===== src/rtl/ctrl_req_pkg.sv =====
// Shared types and constants for the class-specific control request engine.
// Also holds the SETUP field layout that the engine keeps after capture.
package ctrl_req_pkg;

  typedef enum logic [2:0] {
    ST_IDLE,
    ST_DECODE,
    ST_SET_DATA,
    ST_GET_DATA,
    ST_DONE,
    ST_STALL
  } state_t;

  typedef enum logic [1:0] {
    KIND_SET,
    KIND_GET_CUR,
    KIND_GET_DEF,
    KIND_BAD
  } kind_t;

  localparam logic [7:0] REQ_OUT_CLASS_IF = 8'h21;
  localparam logic [7:0] REQ_IN_CLASS_IF  = 8'hA1;
  localparam logic [7:0] SET_CUR          = 8'h01;
  localparam logic [7:0] GET_CUR          = 8'h81;
  localparam logic [7:0] GET_DEF          = 8'h82;

  // Only the SETUP fields the engine acts on: wValue and wIndex[15:8] are ignored.
  typedef struct packed {
    logic [7:0]  req_type;
    logic [7:0]  request;
    logic [7:0]  index;
    logic [15:0] length;
  } setup_t;

  function automatic int ch_width(input int n);
    return (n > 1) ? $clog2(n) : 1;
  endfunction

endpackage


===== src/rtl/ctrl_req_decode.sv =====
// Combinational classification of a captured SETUP packet into request kind,
// target channel, transfer length and legality.
module ctrl_req_decode
  import ctrl_req_pkg::*;
#(
  parameter int NUM_CTRL  = 4,
  parameter int REG_BYTES = 4,
  parameter int CH_W      = 2
) (
  input  setup_t          pkt,
  output kind_t           kind,
  output logic [CH_W-1:0] ch,
  output logic [3:0]      len,
  output logic            legal
);

  // NOTE: every output of an always_comb gets a default first, so no path can infer a latch.
  always_comb begin
    kind = KIND_BAD;
    if (pkt.req_type == REQ_OUT_CLASS_IF && pkt.request == SET_CUR)
      kind = KIND_SET;
    else if (pkt.req_type == REQ_IN_CLASS_IF && pkt.request == GET_CUR)
      kind = KIND_GET_CUR;
    else if (pkt.req_type == REQ_IN_CLASS_IF && pkt.request == GET_DEF)
      kind = KIND_GET_DEF;
  end

  assign ch = pkt.index[CH_W-1:0];

  // GET lengths clamp to the register size; an oversized SET is rejected instead.
  assign len = (pkt.length > 16'(REG_BYTES)) ? 4'(REG_BYTES) : pkt.length[3:0];

  assign legal = (kind != KIND_BAD) &&
                 (pkt.index < 8'(NUM_CTRL)) &&
                 !(kind == KIND_SET && pkt.length > 16'(REG_BYTES));

endmodule


===== src/rtl/ctrl_req_engine.sv =====
// Endpoint-0 class control engine: SET_CUR / GET_CUR / GET_DEF on a bank of
// NUM_CTRL registers, with byte-stream payloads and atomic SET commit.
module ctrl_req_engine
  import ctrl_req_pkg::*;
#(
  parameter int                     NUM_CTRL  = 4,
  parameter int                     REG_BYTES = 4,
  parameter logic [8*REG_BYTES-1:0] DEFAULT   = '0
) (
  input  logic                            clk,
  input  logic                            rst,
  input  logic                            setup_valid,
  input  logic [63:0]                     setup_data,
  input  logic                            in_valid,
  input  logic [7:0]                      in_data,
  output logic                            in_ready,
  output logic                            out_valid,
  output logic [7:0]                      out_data,
  input  logic                            out_ready,
  output logic                            busy,
  output logic                            done,
  output logic                            stall,
  output logic [NUM_CTRL*8*REG_BYTES-1:0] ctrl_value,
  output logic [NUM_CTRL-1:0]             ctrl_update
);

  localparam int REG_W = 8 * REG_BYTES;
  localparam int CH_W  = ch_width(NUM_CTRL);

  state_t           state_q, state_d;
  setup_t           pkt_q;
  kind_t            kind;
  logic [CH_W-1:0]  ch;
  logic [3:0]       len;
  logic             legal;
  logic [3:0]       cnt;
  logic             last_byte;
  logic [REG_W-1:0] shadow, shadow_next, src_q;
  logic [REG_W-1:0] bank [NUM_CTRL];
  logic             unused_setup;

  assign unused_setup = ^setup_data[47:24];

  ctrl_req_decode #(
    .NUM_CTRL (NUM_CTRL),
    .REG_BYTES(REG_BYTES),
    .CH_W     (CH_W)
  ) u_decode (
    .pkt  (pkt_q),
    .kind (kind),
    .ch   (ch),
    .len  (len),
    .legal(legal)
  );

  assign last_byte = (cnt + 4'd1 == len);

  // A new SETUP wins over whatever the current state wanted to do next.
  always_comb begin
    state_d = state_q;
    case (state_q)
      ST_IDLE: state_d = ST_IDLE;
      ST_DECODE: begin
        if (!legal)                state_d = ST_STALL;
        else if (len == 4'd0)      state_d = ST_DONE;
        else if (kind == KIND_SET) state_d = ST_SET_DATA;
        else                       state_d = ST_GET_DATA;
      end
      ST_SET_DATA: if (in_valid && last_byte)  state_d = ST_DONE;
      ST_GET_DATA: if (out_ready && last_byte) state_d = ST_DONE;
      ST_DONE, ST_STALL: state_d = ST_IDLE;
      default: state_d = ST_IDLE;
    endcase
    if (setup_valid) state_d = ST_DECODE;
  end

  always_comb begin
    shadow_next = shadow;
    for (int b = 0; b < REG_BYTES; b++)
      if (cnt == 4'(b)) shadow_next[b*8 +: 8] = in_data;
  end

  always_comb begin
    out_data = '0;
    if (state_q == ST_GET_DATA)
      for (int b = 0; b < REG_BYTES; b++)
        if (cnt == 4'(b)) out_data = src_q[b*8 +: 8];
  end

  // NOTE: sequential state uses non-blocking assignments so every register samples pre-edge values.
  // NOTE: the register bank is architectural state and must come out of reset at DEFAULT, so it is reset like any flop.
  always_ff @(posedge clk or posedge rst) begin
    if (rst) begin
      state_q     <= ST_IDLE;
      pkt_q       <= '0;
      cnt         <= '0;
      shadow      <= '0;
      src_q       <= '0;
      ctrl_update <= '0;
      for (int i = 0; i < NUM_CTRL; i++) bank[i] <= DEFAULT;
    end else begin
      state_q     <= state_d;
      ctrl_update <= '0;
      if (setup_valid) begin
        pkt_q <= {setup_data[63:48], setup_data[23:0]};
        cnt   <= '0;
      end else begin
        case (state_q)
          ST_DECODE: begin
            cnt    <= '0;
            shadow <= bank[ch];
            src_q  <= (kind == KIND_GET_DEF) ? DEFAULT : bank[ch];
          end
          ST_SET_DATA: begin
            if (in_valid) begin
              shadow <= shadow_next;
              cnt    <= cnt + 4'd1;
              if (last_byte) begin
                bank[ch]        <= shadow_next;
                ctrl_update[ch] <= 1'b1;
              end
            end
          end
          ST_GET_DATA: if (out_ready) cnt <= cnt + 4'd1;
          default: ;
        endcase
      end
    end
  end

  for (genvar g = 0; g < NUM_CTRL; g++) begin : g_flat
    assign ctrl_value[g*REG_W +: REG_W] = bank[g];
  end

  assign busy      = (state_q != ST_IDLE);
  assign in_ready  = (state_q == ST_SET_DATA);
  assign out_valid = (state_q == ST_GET_DATA);
  assign done      = (state_q == ST_DONE);
  assign stall     = (state_q == ST_STALL);

endmodule


===== config.mk =====
export PLATFORM = sky130hd
export DESIGN_NAME = ctrl_req_engine
export DESIGN_NICKNAME = d
export VERILOG_FILES = /design/src/rtl/ctrl_req_pkg.sv /design/src/rtl/ctrl_req_decode.sv /design/src/rtl/ctrl_req_engine.sv
export SDC_FILE = /design/constraint.sdc
export NUM_CORES = 1
export LEC_CHECK = 0
export ABC_AREA = 1
export BUFFER_PORTS_ARGS = -buffer_cell sky130_fd_sc_hd__buf_2
export CORE_ASPECT_RATIO = 1.2
export CORE_MARGIN = 3
export CORE_UTILIZATION = 56
export CTS_CLUSTER_DIAMETER = 80
export DETAILED_ROUTE_END_ITERATION = 8
export GPL_ROUTABILITY_DRIVEN = 0
export PLACE_DENSITY = 0.8
export REMOVE_ABC_BUFFERS = 1
export SETUP_SLACK_MARGIN = 0.5
export SYNTH_ARGS = -nofsm -noshare
export SYNTH_HDL_FRONTEND = slang
export SYNTH_SLANG_ARGS = --single-unit

===== constraint.sdc =====
create_clock -name clk -period 9.35 [get_ports clk]
set_clock_uncertainty 0.2 [all_clocks]
set_input_delay 0.935 -clock clk [delete_from_list [all_inputs] [get_ports clk]]
set_output_delay 0.935 -clock clk [all_outputs]
set_load 0.005 [all_outputs]

==> results of run 1 <==
## cells in the mapped netlist, drive strengths merged
cell and number:
nand2 537, dfrtp 243, nand4 149, inv 93
o21ai 72, nor2 60, buf 57, clkbuf 53
a221oi 32, o22a 32, o31ai 32, nand3 31
o21a 22, a21oi 12, nor3 9, or2 8
ha 4, a22oi 1, clkinv 1, nor4 1
o211ai 1, o22ai 1, xnor2 1, xor2 1
## how the worst max path moves through the flow
stage / slack [ps] / depth (start not counted) / end
after floorplan: 1540 / 1 / cnt[0]
after global placement: 4930 / 8 / out_data[5]
after detailed placement: 4850 / 8 / out_data[5]
after CTS: 4300 / 8 / out_data[5]
after global routing: 4050 / 8 / out_data[1]
final: 4320 / 8 / out_data[5]
## metrics by stage
stage	hold WS (ps)	setup slack (ps)	instances	total power [mW]	cell area, um2
floorplan	242	1540	1343	1.31	11500
global placement	257	4930	1823	1.38	12900
detailed placement	262	4850	1823	1.39	12900
CTS	277	4300	1869	2.37	13700
global route	304	4050	1869	2.46	13700
finish	274	4320	1869	2.36	13700
## placed cells by master (no fill, tap or decap), types with 2 or more instances in the layout
master / Yosys / layout
a21oi_1: 12 / 12
a221oi_1: 32 / 32
buf_2: 26 / 197
buf_4: 4 / 13
clkbuf_1: 53 / 9
clkbuf_16: 0 / 27
clkbuf_8: 0 / 6
clkinv_2: 0 / 4
dfrtp_1: 243 / 243
ha_1: 4 / 4
inv_1: 91 / 86
inv_2: 2 / 6
nand2_1: 536 / 536
nand3_1: 29 / 29
nand3_2: 2 / 2
nand4_1: 145 / 145
nand4_4: 4 / 4
nor2_1: 50 / 49
nor2_2: 5 / 5
nor2_4: 4 / 5
nor3_1: 8 / 8
o21a_1: 22 / 22
o21ai_0: 70 / 70
o22a_1: 32 / 32
o31ai_1: 32 / 32
or2_2: 8 / 8
## sequential cells by signal (all words and copies together), names as in the netlist
register,flops
cnt,4
ctrl_update,4
ctrl_value,128
pkt_q,40
shadow,32
src_q,32
state_q,3
## power breakdown
group	total [mW]	switching, mW	internal, mW
logic	0.243	0.170	0.0734
registers	1.13	0.0276	1.10
clock network	0.984	0.409	0.575
## cells by family (layout without fill, tap and decap cells)
| family | Yosys count | count (layout) | share of synthesized area, % |
|---|---|---|---|
| AOI/OAI and AO/OA | 205 | 205 | 11.7 |
| xor gates and xnor gates | 2 | 2 | 0.145 |
| adders and majority gates | 4 | 4 | 0.413 |
| buffers and inverters | 204 | 350 | 8.08 |
| DFF | 243 | 243 | 50.2 |
| and+or+nand+nor | 795 | 795 | 29.5 |
## worst max-delay path, stage by stage (launching register included)
cell and delay [ps]:
dfrtp_1 420, nor2_1 770, nand2_1 730, inv_1 740, nand2_1 110, nand3_1 110, nand3_1 90, a21oi_1 240
buf_2 180
## cell type report
cell class	instances	area (um2)
clock buffer	42	792
clock inverter	4	20.0
fill	1772	7380
inverter	94	360
multi-input combinational	1006	5060
sequential	243	6080
tap	270	338
timing repair buffer	210	1080
## routing by layer
layer	part of all wire, %	vias to the layer above	GRT usage [%]	wire length (um)
met2	48	468	46.3	16100
met1	41	5331	38.5	13900
met5	0	-	0	0
met3	8.0	69	5.14	2670
met4	2.6	0	8.34	879
li1	-	5151	-	-
==> reports/results.ini, run 1 <==
[min_path]
min-delay-start = pkt_q[32]
min_to = pkt_q[32]
min_path_cells = 2
hp-class = reg2reg

[placed_design]
port_buffers = 197
dpl.hpwl_um = 20200

[detailed_routing]
drtIter0Drc = 853
firstDrtPassIters = 7
route.detailed.drc = 0
vias = 11000
post_drt_wl_per_cell_um = 18.0
via_per_inst = 5.90
wl_um = 33600
drtAntennaViolNets = 0

[finish]
final_util_pct = 65.0
synthToLayoutAreaGrowth_pct = 13.5
diodes = 0
drive_gt1_share_pct = 17.6
fin_nets = 1662

[floorplanning]
row_count = 58
io-pin-count = 222
die_h_um = 167
die_w_um = 140
dieArea_um2 = 23400
start_util_pct = 57.3
coreArea_um2 = 21100

[global_route]
grt_pass1_wl_um = 55100
grt-ovfl-total = 0
grt.total_usage_pct = 28.2
grt_pass1_vias = 10600
antenna_found_initial = 0
grt_max_degree = 99

[sta]
worst_pin_slew_ps = 1170
rsz0062_at_grt = no
fin_crit_sh_pct = 53.8
slew_headroom_pct = 21.8
setup_viol = 0
period_needed_ps = 5030
fmax_ghz = 0.199
finalMaxSlewViolations = 0
fin_setup_tns_ps = 0
hold_violations = 0

[clocking]
postCtsHoldBufs = 0
htree_levels = 1
cts_resized = 0
root_buffer = clkbuf_16
cts_inserted_buffers = 26
clkLatencyLatePin_ps = 510
cts_tree = done
numClockSinks = 243
path_clk_slew_ps = 60
cts_setup_buffers = 0
cts.path.max_buffers = 3

[synthesis]
synth_top_area_share_pct = 50.2
synth_area_um2 = 12100
syn-mean-instance-area_um2 = 8.33
synthCells = 1453
ys_seq_area_share_pct = 50.2
synth_cell_type_count = 37
yosys_warnings = 0
ys_ff_latch = 243
synth_top_area_cell = dfrtp_1
synth_area_leaders = dfrtp_1 (50%), nand2_1 (17%), nand4_1 (7.5%), o21ai_0 (2.9%), inv_1 (2.8%)

[critical_path]
r2r-start = state_q[1]
worst-setup-path-type = reg2out
r2r_cells = 9
rrSetupSlack_ps = 5510
cp_data_required_time_ps = 8220
startpoint_type = flop
arrival_ps = 3890
crit_start = cnt[2]
path_max_fanout = 17
worstSetupEndpointType = output pin
r2r_end = ctrl_value[78]

[power]
p_leak_nw = 7.54
p_per_area_nw_per_um2 = 172
ir_drop_mv = 0.152

[outcome]
status = finished, final reports clean

[run]
cap_violations = 0

No activity file was read; power rests on OpenSTA's default activity.
==> run 2: changes to the inputs <==
- CORE_UTILIZATION: 56 -> 51
- PLACE_DENSITY: 0.8 -> 0.77
- clock period: 9.35 -> 4.2 ns (I/O delays scaled with it)
==> run 2 against run 1 <==
- clock-buffer cell count is 5 lower
- combinational power grew 140%
- clock power grew 120%
- via count up 1.3%
- cell count increased by 4.8%
- core utilization decreased by 3.7 points
- hold slack got worse by 230 ps
==> reports/results.ini, run 2 (same netlist as run 1, synthesis figures left out) <==
[clocking]
cts_setup_buffers = 0
root_buffer = clkbuf_16
cts_tree = done
cts_resized = 0
numClockSinks = 243
htree_levels = 1
cts.path.max_buffers = 3
path_clk_slew_ps = 60
cts_inserted_buffers = 26
clkLatencyLatePin_ps = 520

[global_route]
grt_pass1_wl_um = 57600
grt_pass1_vias = 10900
use_met2_pct = 45.9
busiest_layer = met2
antenna_found_initial = 0
grt-ovfl-total = 0
grt.total_usage_pct = 27.3
grt_max_degree = 129
globalRouteMet1Util_pct = 36.6
met3_usage_pct = 4.62

[sta]
finalMaxSlewViolations = 0
hold_violations = 0
slew_headroom_pct = 29.0
fmax_ghz = 0.282
setup_viol = 0
fin_crit_sh_pct = 84.3
period_needed_ps = 3540
rsz0062_at_grt = no
worst_pin_slew_ps = 1060
whs_ps = 42.4

[floorplanning]
die_h_um = 175
io-pin-count = 222
die_w_um = 147
row_count = 61
dieArea_um2 = 25600
coreArea_um2 = 23300
start_util_pct = 52.0

[critical_path]
cp_data_required_time_ps = 3580
arrival_ps = 2920
path_max_fanout = 17
worst-setup-path-type = reg2out
r2r-start = cnt[0]
worstSetupEndpointType = output pin
crit_start = cnt[2]
startpoint_type = flop

[finish]
largest_register_ffs = 128
layout_common_cells = nand2_1 (536), dfrtp_1 (243), buf_2 (197)
synthToLayoutAreaGrowth_pct = 18.0
diodes = 0
final_common_cell = nand2_1
final_util_pct = 61.4
drive_gt1_share_pct = 17.5
fin_nets = 1710

[detailed_routing]
drtIter0Drc = 827
route.detailed.drc = 0
firstDrtPassIters = 5
vias = 11200
via_per_inst = 5.70
post_drt_wl_per_cell_um = 18.3
drtAntennaViolNets = 0
wl_um = 35900

[placed_design]
dpl.hpwl_um = 21800
port_buffers = 197

[power]
p_per_area_nw_per_um2 = 372
ir_drop_mv = 0.286
p_leak_nw = 7.75

[min_path]
min-delay-start = out_ready
hp-class = in2reg

[outcome]
status = finished, final reports clean

[run]
cap_violations = 0

run 2: cell types whose count changed in the layout (fill, tap and decap cells not counted):
| cell | delta |
|---|---|
| dlygate4sd3_1 | +41 |
| buf_4 | +4 |
| buf_12 | +3 |
| clkbuf_1 | -3 |
| clkbuf_8 | -2 |
| bufinv_16 | +1 |
| clkinv_2 | -1 |
| clkinvlp_4 | +1 |
run 2: metrics by stage:
| step | cells | total power [mW] | cell area, um2 | setup WS (ps) | setup TNS [ps] |
|---|---|---|---|---|---|
| after floorplan | 1343 | 2.91 | 11500 | -3090 | -879340 |
| after global placement | 1875 | 3.08 | 13100 | 1300 | 0 |
| after detailed placement | 1875 | 3.10 | 13100 | 1290 | 0 |
| after CTS | 1958 | 5.33 | 14300 | 711 | 0 |
| after global routing | 1958 | 5.51 | 14300 | 559 | 0 |
| final | 1958 | 5.31 | 14300 | 658 | 0 |
run 2: critical path, cell delays in order (launching register included):
cell and delay [ps]:
dfrtp_1 430, nor2_1 120, buf_4 230, nand2_1 70
buf_4 220, inv_1 580, nand2_1 100, nand3_1 110
nand3_1 110, a21oi_1 240, buf_2 180
run 2: power breakdown:
group          switching (mW)  internal [mW]
Clock                   0.914           1.29
Combinational           0.392          0.193
Sequential             0.0637           2.45
run 2: timing repair:
action,in CTS,in global routing
hold endpoints to repair,139,0
endpoints found under the setup margin,0,0
hold buffers,41,0
run 2: final cells by class:
class | instances | area [um2]
sequential | 243 | 6080
fill | 2012 | 8990
timing repair buffer | 258 | 1580
inverter | 94 | 360
multi-input combinational | 1006 | 5060
clock inverter | 5 | 52.6
tap | 315 | 394
clock buffer | 37 | 753
run 2: final timing paths:
check / endpoint / slack [ps] / depth (start not counted)
setup / recovery: out_data[3] / 660 / 10
hold / removal: state_q[0] / 40 / 4
setup reg to reg: ctrl_value[49] / 1270 / 9
hold reg to reg: pkt_q[19] / 270 / 2
max in group asynchronous: ctrl_value[46] / 2370 / 4
min in group asynchronous: pkt_q[32] / 380 / 3
run 2: metal layers:
metal | wire (um) | share of wire (%)
met1 | 14700 | 41
met5 | 0 | 0
met2 | 17200 | 48
met4 | 971 | 2.7
met3 | 3100 | 8.6
